[src/rtl/clk_gate_ctrl_pkg.sv]
// Shared types and elaboration helpers for the multi-channel clock-gating controller.
// Holds the per-channel state encoding, the counter-width function and the parameter range check.
package clk_gate_ctrl_pkg;

   typedef enum logic [1:0] {
      ST_OFF   = 2'b00,
      ST_WAKE  = 2'b01,
      ST_ON    = 2'b10,
      ST_DRAIN = 2'b11
   } ch_state_e;

   localparam int MAX_CH  = 16;
   localparam int MAX_CYC = 255;

   // Wide enough for the larger of the two settle/idle reload values; never narrower than 1 bit.
   function automatic int cnt_w(input int wake_cyc, input int idle_cyc);
      int m;
      m = (wake_cyc > idle_cyc) ? wake_cyc : idle_cyc;
      return (m < 1) ? 1 : $clog2(m + 1);
   endfunction

   function automatic bit params_ok(input int num_ch, input int wake_cyc,
                                    input int idle_cyc, input int post_syn);
      return (num_ch >= 1) && (num_ch <= MAX_CH) &&
             (wake_cyc >= 0) && (wake_cyc <= MAX_CYC) &&
             (idle_cyc >= 0) && (idle_cyc <= MAX_CYC) &&
             (post_syn == 0 || post_syn == 1);
   endfunction

endpackage

[src/rtl/clk_gate_ctrl_cell.sv]
// Glitch-free clock gate: enable is captured by a latch that is transparent while clk is low,
// so the gated output only ever produces full-width clk high phases.
module clk_gate_ctrl_cell #(
   parameter int POST_SYN = 0
) (
   input  logic clk,
   input  logic en,
   input  logic test_en,
   output logic gclk
);

   logic en_lat;

   if (POST_SYN == 0) begin : g_beh
      always_latch begin
         if (!clk) en_lat <= en | test_en;
      end
   end else begin : g_icg
      // ICG-style pin order: the test enable bypasses the functional enable ahead of the latch.
      logic en_mux;
      assign en_mux = test_en ? 1'b1 : en;
      always_latch begin
         if (!clk) en_lat <= en_mux;
      end
   end

   assign gclk = clk & en_lat;

endmodule

[src/rtl/clk_gate_ctrl.sv]
// Multi-channel clock-gating controller: per-channel wake/settle/idle-timeout FSM driving
// a glitch-free gate cell, plus a registered all-channels-idle flag.
module clk_gate_ctrl
   import clk_gate_ctrl_pkg::*;
#(
   parameter int NUM_CH   = 4,
   parameter int WAKE_CYC = 2,
   parameter int IDLE_CYC = 8,
   parameter int POST_SYN = 0
) (
   input  logic                clk,
   input  logic                rst_n,
   input  logic                test_en,
   input  logic [NUM_CH-1:0]   ch_req,
   input  logic [NUM_CH-1:0]   ch_busy,
   output logic [NUM_CH-1:0]   ch_ack,
   output logic [NUM_CH-1:0]   gated_clk,
   output logic                all_idle,
   output logic [2*NUM_CH-1:0] dbg_state
);

   localparam int CNT_W = cnt_w(WAKE_CYC, IDLE_CYC);
   localparam logic [CNT_W-1:0] WAKE_LD = CNT_W'(WAKE_CYC);
   localparam logic [CNT_W-1:0] IDLE_LD = CNT_W'(IDLE_CYC);
   localparam logic [CNT_W-1:0] CNT_ONE = CNT_W'(1);

   logic [NUM_CH-1:0] ch_off;

   if (!params_ok(NUM_CH, WAKE_CYC, IDLE_CYC, POST_SYN)) begin : g_param_err
      $error("clk_gate_ctrl: parameter out of range");
   end

   // Handshake: ch_req is a level; ch_ack rises once the gated clock has run WAKE_CYC settle
   // cycles and stays high until the idle timeout expires, so a requester may only rely on its
   // clock while ch_ack is high. ch_busy extends the clock but never starts it.
   for (genvar i = 0; i < NUM_CH; i++) begin : g_ch
      ch_state_e        state;
      logic [CNT_W-1:0] cnt;
      logic             en;
      logic             ack;

      always_ff @(posedge clk or negedge rst_n) begin
         if (!rst_n) begin
            state <= ST_OFF;
            cnt   <= '0;
            en    <= 1'b0;
            ack   <= 1'b0;
         end else begin
            case (state)
               ST_OFF: begin
                  if (ch_req[i]) begin
                     state <= ST_WAKE;
                     cnt   <= WAKE_LD;
                     en    <= 1'b1;
                  end
               end
               ST_WAKE: begin
                  if (cnt != '0) begin
                     cnt <= cnt - CNT_ONE;
                  end else begin
                     state <= ST_ON;
                     ack   <= 1'b1;
                  end
               end
               ST_ON: begin
                  if (!ch_req[i] && !ch_busy[i]) begin
                     state <= ST_DRAIN;
                     cnt   <= IDLE_LD;
                  end
               end
               ST_DRAIN: begin
                  if (ch_req[i] || ch_busy[i]) begin
                     state <= ST_ON;
                  end else if (cnt != '0) begin
                     cnt <= cnt - CNT_ONE;
                  end else begin
                     state <= ST_OFF;
                     en    <= 1'b0;
                     ack   <= 1'b0;
                  end
               end
               default: begin
                  state <= ST_OFF;
                  cnt   <= '0;
                  en    <= 1'b0;
                  ack   <= 1'b0;
               end
            endcase
         end
      end

      assign ch_ack[i]           = ack;
      assign ch_off[i]           = (state == ST_OFF);
      assign dbg_state[2*i +: 2] = state;

      clk_gate_ctrl_cell #(.POST_SYN(POST_SYN)) u_cell (
         .clk     (clk),
         .en      (en),
         .test_en (test_en),
         .gclk    (gated_clk[i])
      );
   end

   always_ff @(posedge clk or negedge rst_n) begin
      if (!rst_n) all_idle <= 1'b1;
      else        all_idle <= &ch_off;
   end

endmodule
[config.mk]
export PLATFORM = sky130hd
export DESIGN_NAME = clk_gate_ctrl
export DESIGN_NICKNAME = d
export VERILOG_FILES = /design/src/rtl/clk_gate_ctrl_pkg.sv /design/src/rtl/clk_gate_ctrl_cell.sv /design/src/rtl/clk_gate_ctrl.sv
export SDC_FILE = /design/constraint.sdc
export NUM_CORES = 1
export LEC_CHECK = 0
export BUFFER_PORTS_ARGS = -buffer_cell sky130_fd_sc_hd__buf_2
export CORE_ASPECT_RATIO = 1.4
export CORE_MARGIN = 1
export CORE_UTILIZATION = 46
export CTS_CLUSTER_SIZE = 8
export DETAILED_ROUTE_END_ITERATION = 8
export MAX_ROUTING_LAYER = met4
export PLACE_DENSITY = 0.69
export SYNTH_ARGS = -nofsm -noshare
export SYNTH_HDL_FRONTEND = slang
export SYNTH_SLANG_ARGS = --single-unit
[constraint.sdc]
create_clock -name clk -period 1.4 [get_ports clk]
set_input_delay 0.14 -clock clk [delete_from_list [all_inputs] [get_ports clk]]
set_output_delay 0.14 -clock clk [all_outputs]
set_load 0.01 [all_outputs]
# After elaboration in Yosys (flattened, before gate mapping)
# Cells that the tools add are included.
[classes] addsub=4 n_eq_ne=36 n_mux=72 bitwise=8 n_reduce_logical=49
[op_table] op="2-to-1 mux 4 bit" n=16
[op_table] op="one-hot mux 4 bit (4 select lines)" n=4
[op_table] op="AND reduction 4 bit" n=13
[op_table] op="2-to-1 mux 2 bit" n=20
[op_table] op="!= test 2 bit (second input constant)" n=20
[op_table] op="one-hot mux 2 bit (4 select lines)" n=4
[op_table] op="2-to-1 mux 1 bit" n=20
[op_table] op="equality test 2 bit (second input constant)" n=8
[op_table] op="one-hot mux 1 bit (2 select lines)" n=8
[op_table] op="nonzero test 2 bit" n=8
[op_table] op="nonzero test 4 bit" n=4
[op_table] op="subtractor 4 x 1 -> 4 bit (second input constant)" n=4
[op_table] op="!= test 3 bit (second input constant)" n=4
[op_table] op="AND reduction 3 bit" n=4
[op_table] op="equality test 2 x 1 -> 1 bit (second input constant)" n=4
[op_table] op="zero test 1 bit" n=8
[op_table] op="zero test 2 bit" n=4
[op_table] op="AND 1 bit" n=4
[op_table] op="logical AND 1 bit" n=4
[op_table] op="logical OR 1 bit" n=4
[op_table] op="bitwise OR 1 bit" n=4
[word_totals] reg_bits=33 latchBits=4 inputBits=11 out_inout_bits=17 word_cells=190

# Depth between registers and ports, before layout
[logic_depth] word_depth=4 mapped_depth=6 mapped_depth_nobuf=6

# Modules after synthesis
# From an unflattened synthesis, not the netlist that was laid out.
[unflattened] cells_unflattened=202 area_unflattened_um2=1875.5
[modules_own_cells] module="clk_gate_ctrl" instances=1 cells_each=190 area_per_inst_um2=1765.4 seq_area_each_um2=827.0
[modules_own_cells] module="clk_gate_ctrl_cell" instances=4 cells_each=3 area_per_inst_um2=27.5 seq_area_each_um2=0.0

==> results.cfg <==
[pwr]
power_mw = 6.88
p_leak_nw = 1.23
power.density_mw_per_mm2 = 2620
ir_drop_uv = 1690

[critical_path]
critPathSlowestCell = dlxtn_1
end_kind = primary output
worstReg2RegStart = g_ch[0].cnt[0]$_DFFE_PN0P_
rrSetupSlack_ns = -0.03
cp-startpoint = g_ch[0].u_cell.en_lat$_DLATCH_N_
crit_fanout = 1
slowest_delay_ns = 0.40
crit_type = latch to primary output
start_kind = latch
cp.arrival_ns = 1.75
cp_cell_sequence = and2_4 > buf_6
cp.required_ns = 1.26

[floorplan]
top_level_ports = 28
core.rowCount = 27
core_region_area_sq_mm = 0.00392
floorplan.initialDensity = 0.480
fp.dieW_um = 56.0
dieHeight_um = 77.6
dieArea_sq_mm = 0.00435

[detailed_routing]
routed_wl_um = 4320
routed_via_density = 5.36
vias = 1647
ant_nets = 0
avgRoutedWirePerCell_um = 14.1
firstDrtPassIters = 4
route.detailed.drc = 0
first_iter_violations = 47

[global_route]
antenna_found_initial = 0
grt.total_usage = 0.223
grt_pass1_wl_um = 7200
grt_pass1_vias = 1690
grt_remaining_overflow = 0
grt_start_max_net_pins = 34

[cts]
cts_tree = done
clk_latency_ns = 0.39
clk_pin_slew_ns = 0.07

[finish]
diodes = 0
final_cells = 307
final_layout_size_suffix_gt1_frac = 0.455
fin_nets = 278
final_util = 0.670
final_area_sq_mm = 0.00263
syn2layout_area_growth_pct = 39.7

[synthesis]
synthTopCellsByArea = dfrtp_1 (43%), a21oi_1 (3.7%), ha_1 (3.3%)
ys_warn_count = 0
synth.distinct_cells = 47
synthesis.instances = 189
synth_edf_count = 0
synth-seq-cells = 37
netlist_top_cells_count = dfrtp_1 (32), inv_1 (15), a21oi_1 (14)
syn_area_sq_mm = 0.00188
synth_area_leader_cell = dfrtp_1
async_reset_ff_frac = 0.892
syn_nets = 205
yosysMostFrequentCell = dfrtp_1
synth-main-ff-cell = dfrtp_1
synthDominantCellAreaShare = 0.426
syn_avg_cell_area_sq_um = 9.94

[sta]
worst_slack_ns = -0.487
rsz0062_at_grt = yes
finalMaxSlewViolations = 0
setup_viol = 9
final_hold_viol_count = 0
relSlewSlack = 0.694
worstMarginPinSlew_ns = 0.457
fin_skew_ns = 0.00522

[flow_run]
cap_viol_max_count = 0

[placement]
dp.final_hpwl_um = 2850
place_area_sq_mm = 0.00227
place.gp.congestion = 0.889
port_buffers = 27
place_inst = 282

[outcome]
status = finished with violations
violations = setup timing

[min_path]
hold_path_class = primary input to flip-flop
min_from = ch_req[0]
[power by group]
| part | total, mW | leakage, nW | switching [mW] | internal [mW] |
|---|---|---|---|---|
| Clock | 1.36 | 0.105 | 0.555 | 0.802 |
| Combinational | 3.56 | 0.690 | 1.62 | 1.94 |
| Sequential | 1.97 | 0.431 | 0.449 | 1.52 |
[cell usage in the layout, fill, tap and decap left out, drive strengths merged]
master	count
a21o	8
a21oi	14
a22o	2
a22oi	1
a32o	1
and2	4
and3	1
and4b	1
and4bb	1
buf	70
clkbuf	13
dfrtp	32
dfstp	1
dlxtn	4
dlygate4sd3	1
ha	5
inv	15
mux2	1
mux2i	2
nand2	8
nand2b	3
nand3	8
nand3b	2
nand4	1
nand4bb	2
nor2	10
nor2b	5
nor3	7
nor3b	3
nor4	1
o211ai	2
o21a	1
o21ai	16
o21bai	1
o221ai	1
o22ai	1
o2bb2ai	2
o31ai	4
or2	5
or3	4
[sequential cells by signal, summed over array words and instances (netlist names)]
signal,count
g_ch.state,8
g_ch.u_cell.en_lat,4
all_idle,1
g_ch.cnt,16
g_ch.en,4
g_ch.ack,4
[cells by family after synthesis]
| logic type | after synthesis | share of synthesized area |
|---|---|---|
| DFF | 33 | 0.440 |
| buffers and inverters | 24 | 0.0639 |
| muxes | 3 | 0.0186 |
| adders and majority gates | 5 | 0.0333 |
| latches | 4 | 0.0320 |
| AOI/OAI and AO/OA | 54 | 0.187 |
| and+or+nand+nor | 66 | 0.225 |
[worst max-delay path: cells and delay by family, from the launching register on]
family / cells / cell delay [ns]
and+or+nand+nor: 1 / 0.14
buffers and inverters: 1 / 0.09
latches: 1 / 0.40
[area by class of cell]
cell class              instances  area [sq um]
well taps                      43          53.8
fillers                       324          1290
flip-flops and latches         37           888
multi-input cells             128           996
repair buffers                 67           459
inverters                      15          56.3
clock buffers                  17           171
[worst paths after layout]
| path | to | depth (start not counted) |
|---|---|---|
| max | gated_clk[0] | 2 |
| min | g_ch[0].cnt[3]$_DFFE_PN0P_ | 2 |
| max reg2reg | g_ch[0].cnt[3]$_DFFE_PN0P_ | 5 |
| min reg2reg | g_ch[3].ack$_DFFE_PN0P_ | 1 |
| max in group asynchronous | all_idle$_DFF_PN1_ | 3 |
| min in group asynchronous | g_ch[3].cnt[3]$_DFFE_PN0P_ | 3 |
[repair_timing]
item,in CTS,in global routing
endpoints found under the setup margin,18,24
setup buffers,3,8
pin swaps,7,7
hold endpoints to repair,32,0
gates resized for setup,15,19
hold buffers,1,0
gates cloned,0,0
[metrics by stage]
step           TNS [ns]  hold WS [ns]  worst slack [ns]
4_1_cts           -1.94        0.0201            -0.494
6_report          -1.88        0.0279            -0.487
3_5_place_dp     -0.314         0.194           -0.0817
5_1_grt           -2.51        0.0176            -0.512
2_1_floorplan   -0.0647        -0.156           -0.0177
3_3_place_gp     -0.127         0.190           -0.0369
[per-layer routing]
layer,part of all wire,vias up,GRT usage
li1,-,815,-
met1,0.43,782,0.234
met2,0.50,40,0.356
met3,0.047,10,0.0850
met4,0.023,0,0.127
met5,0,-,-
(Power assumes the default switching activity.)
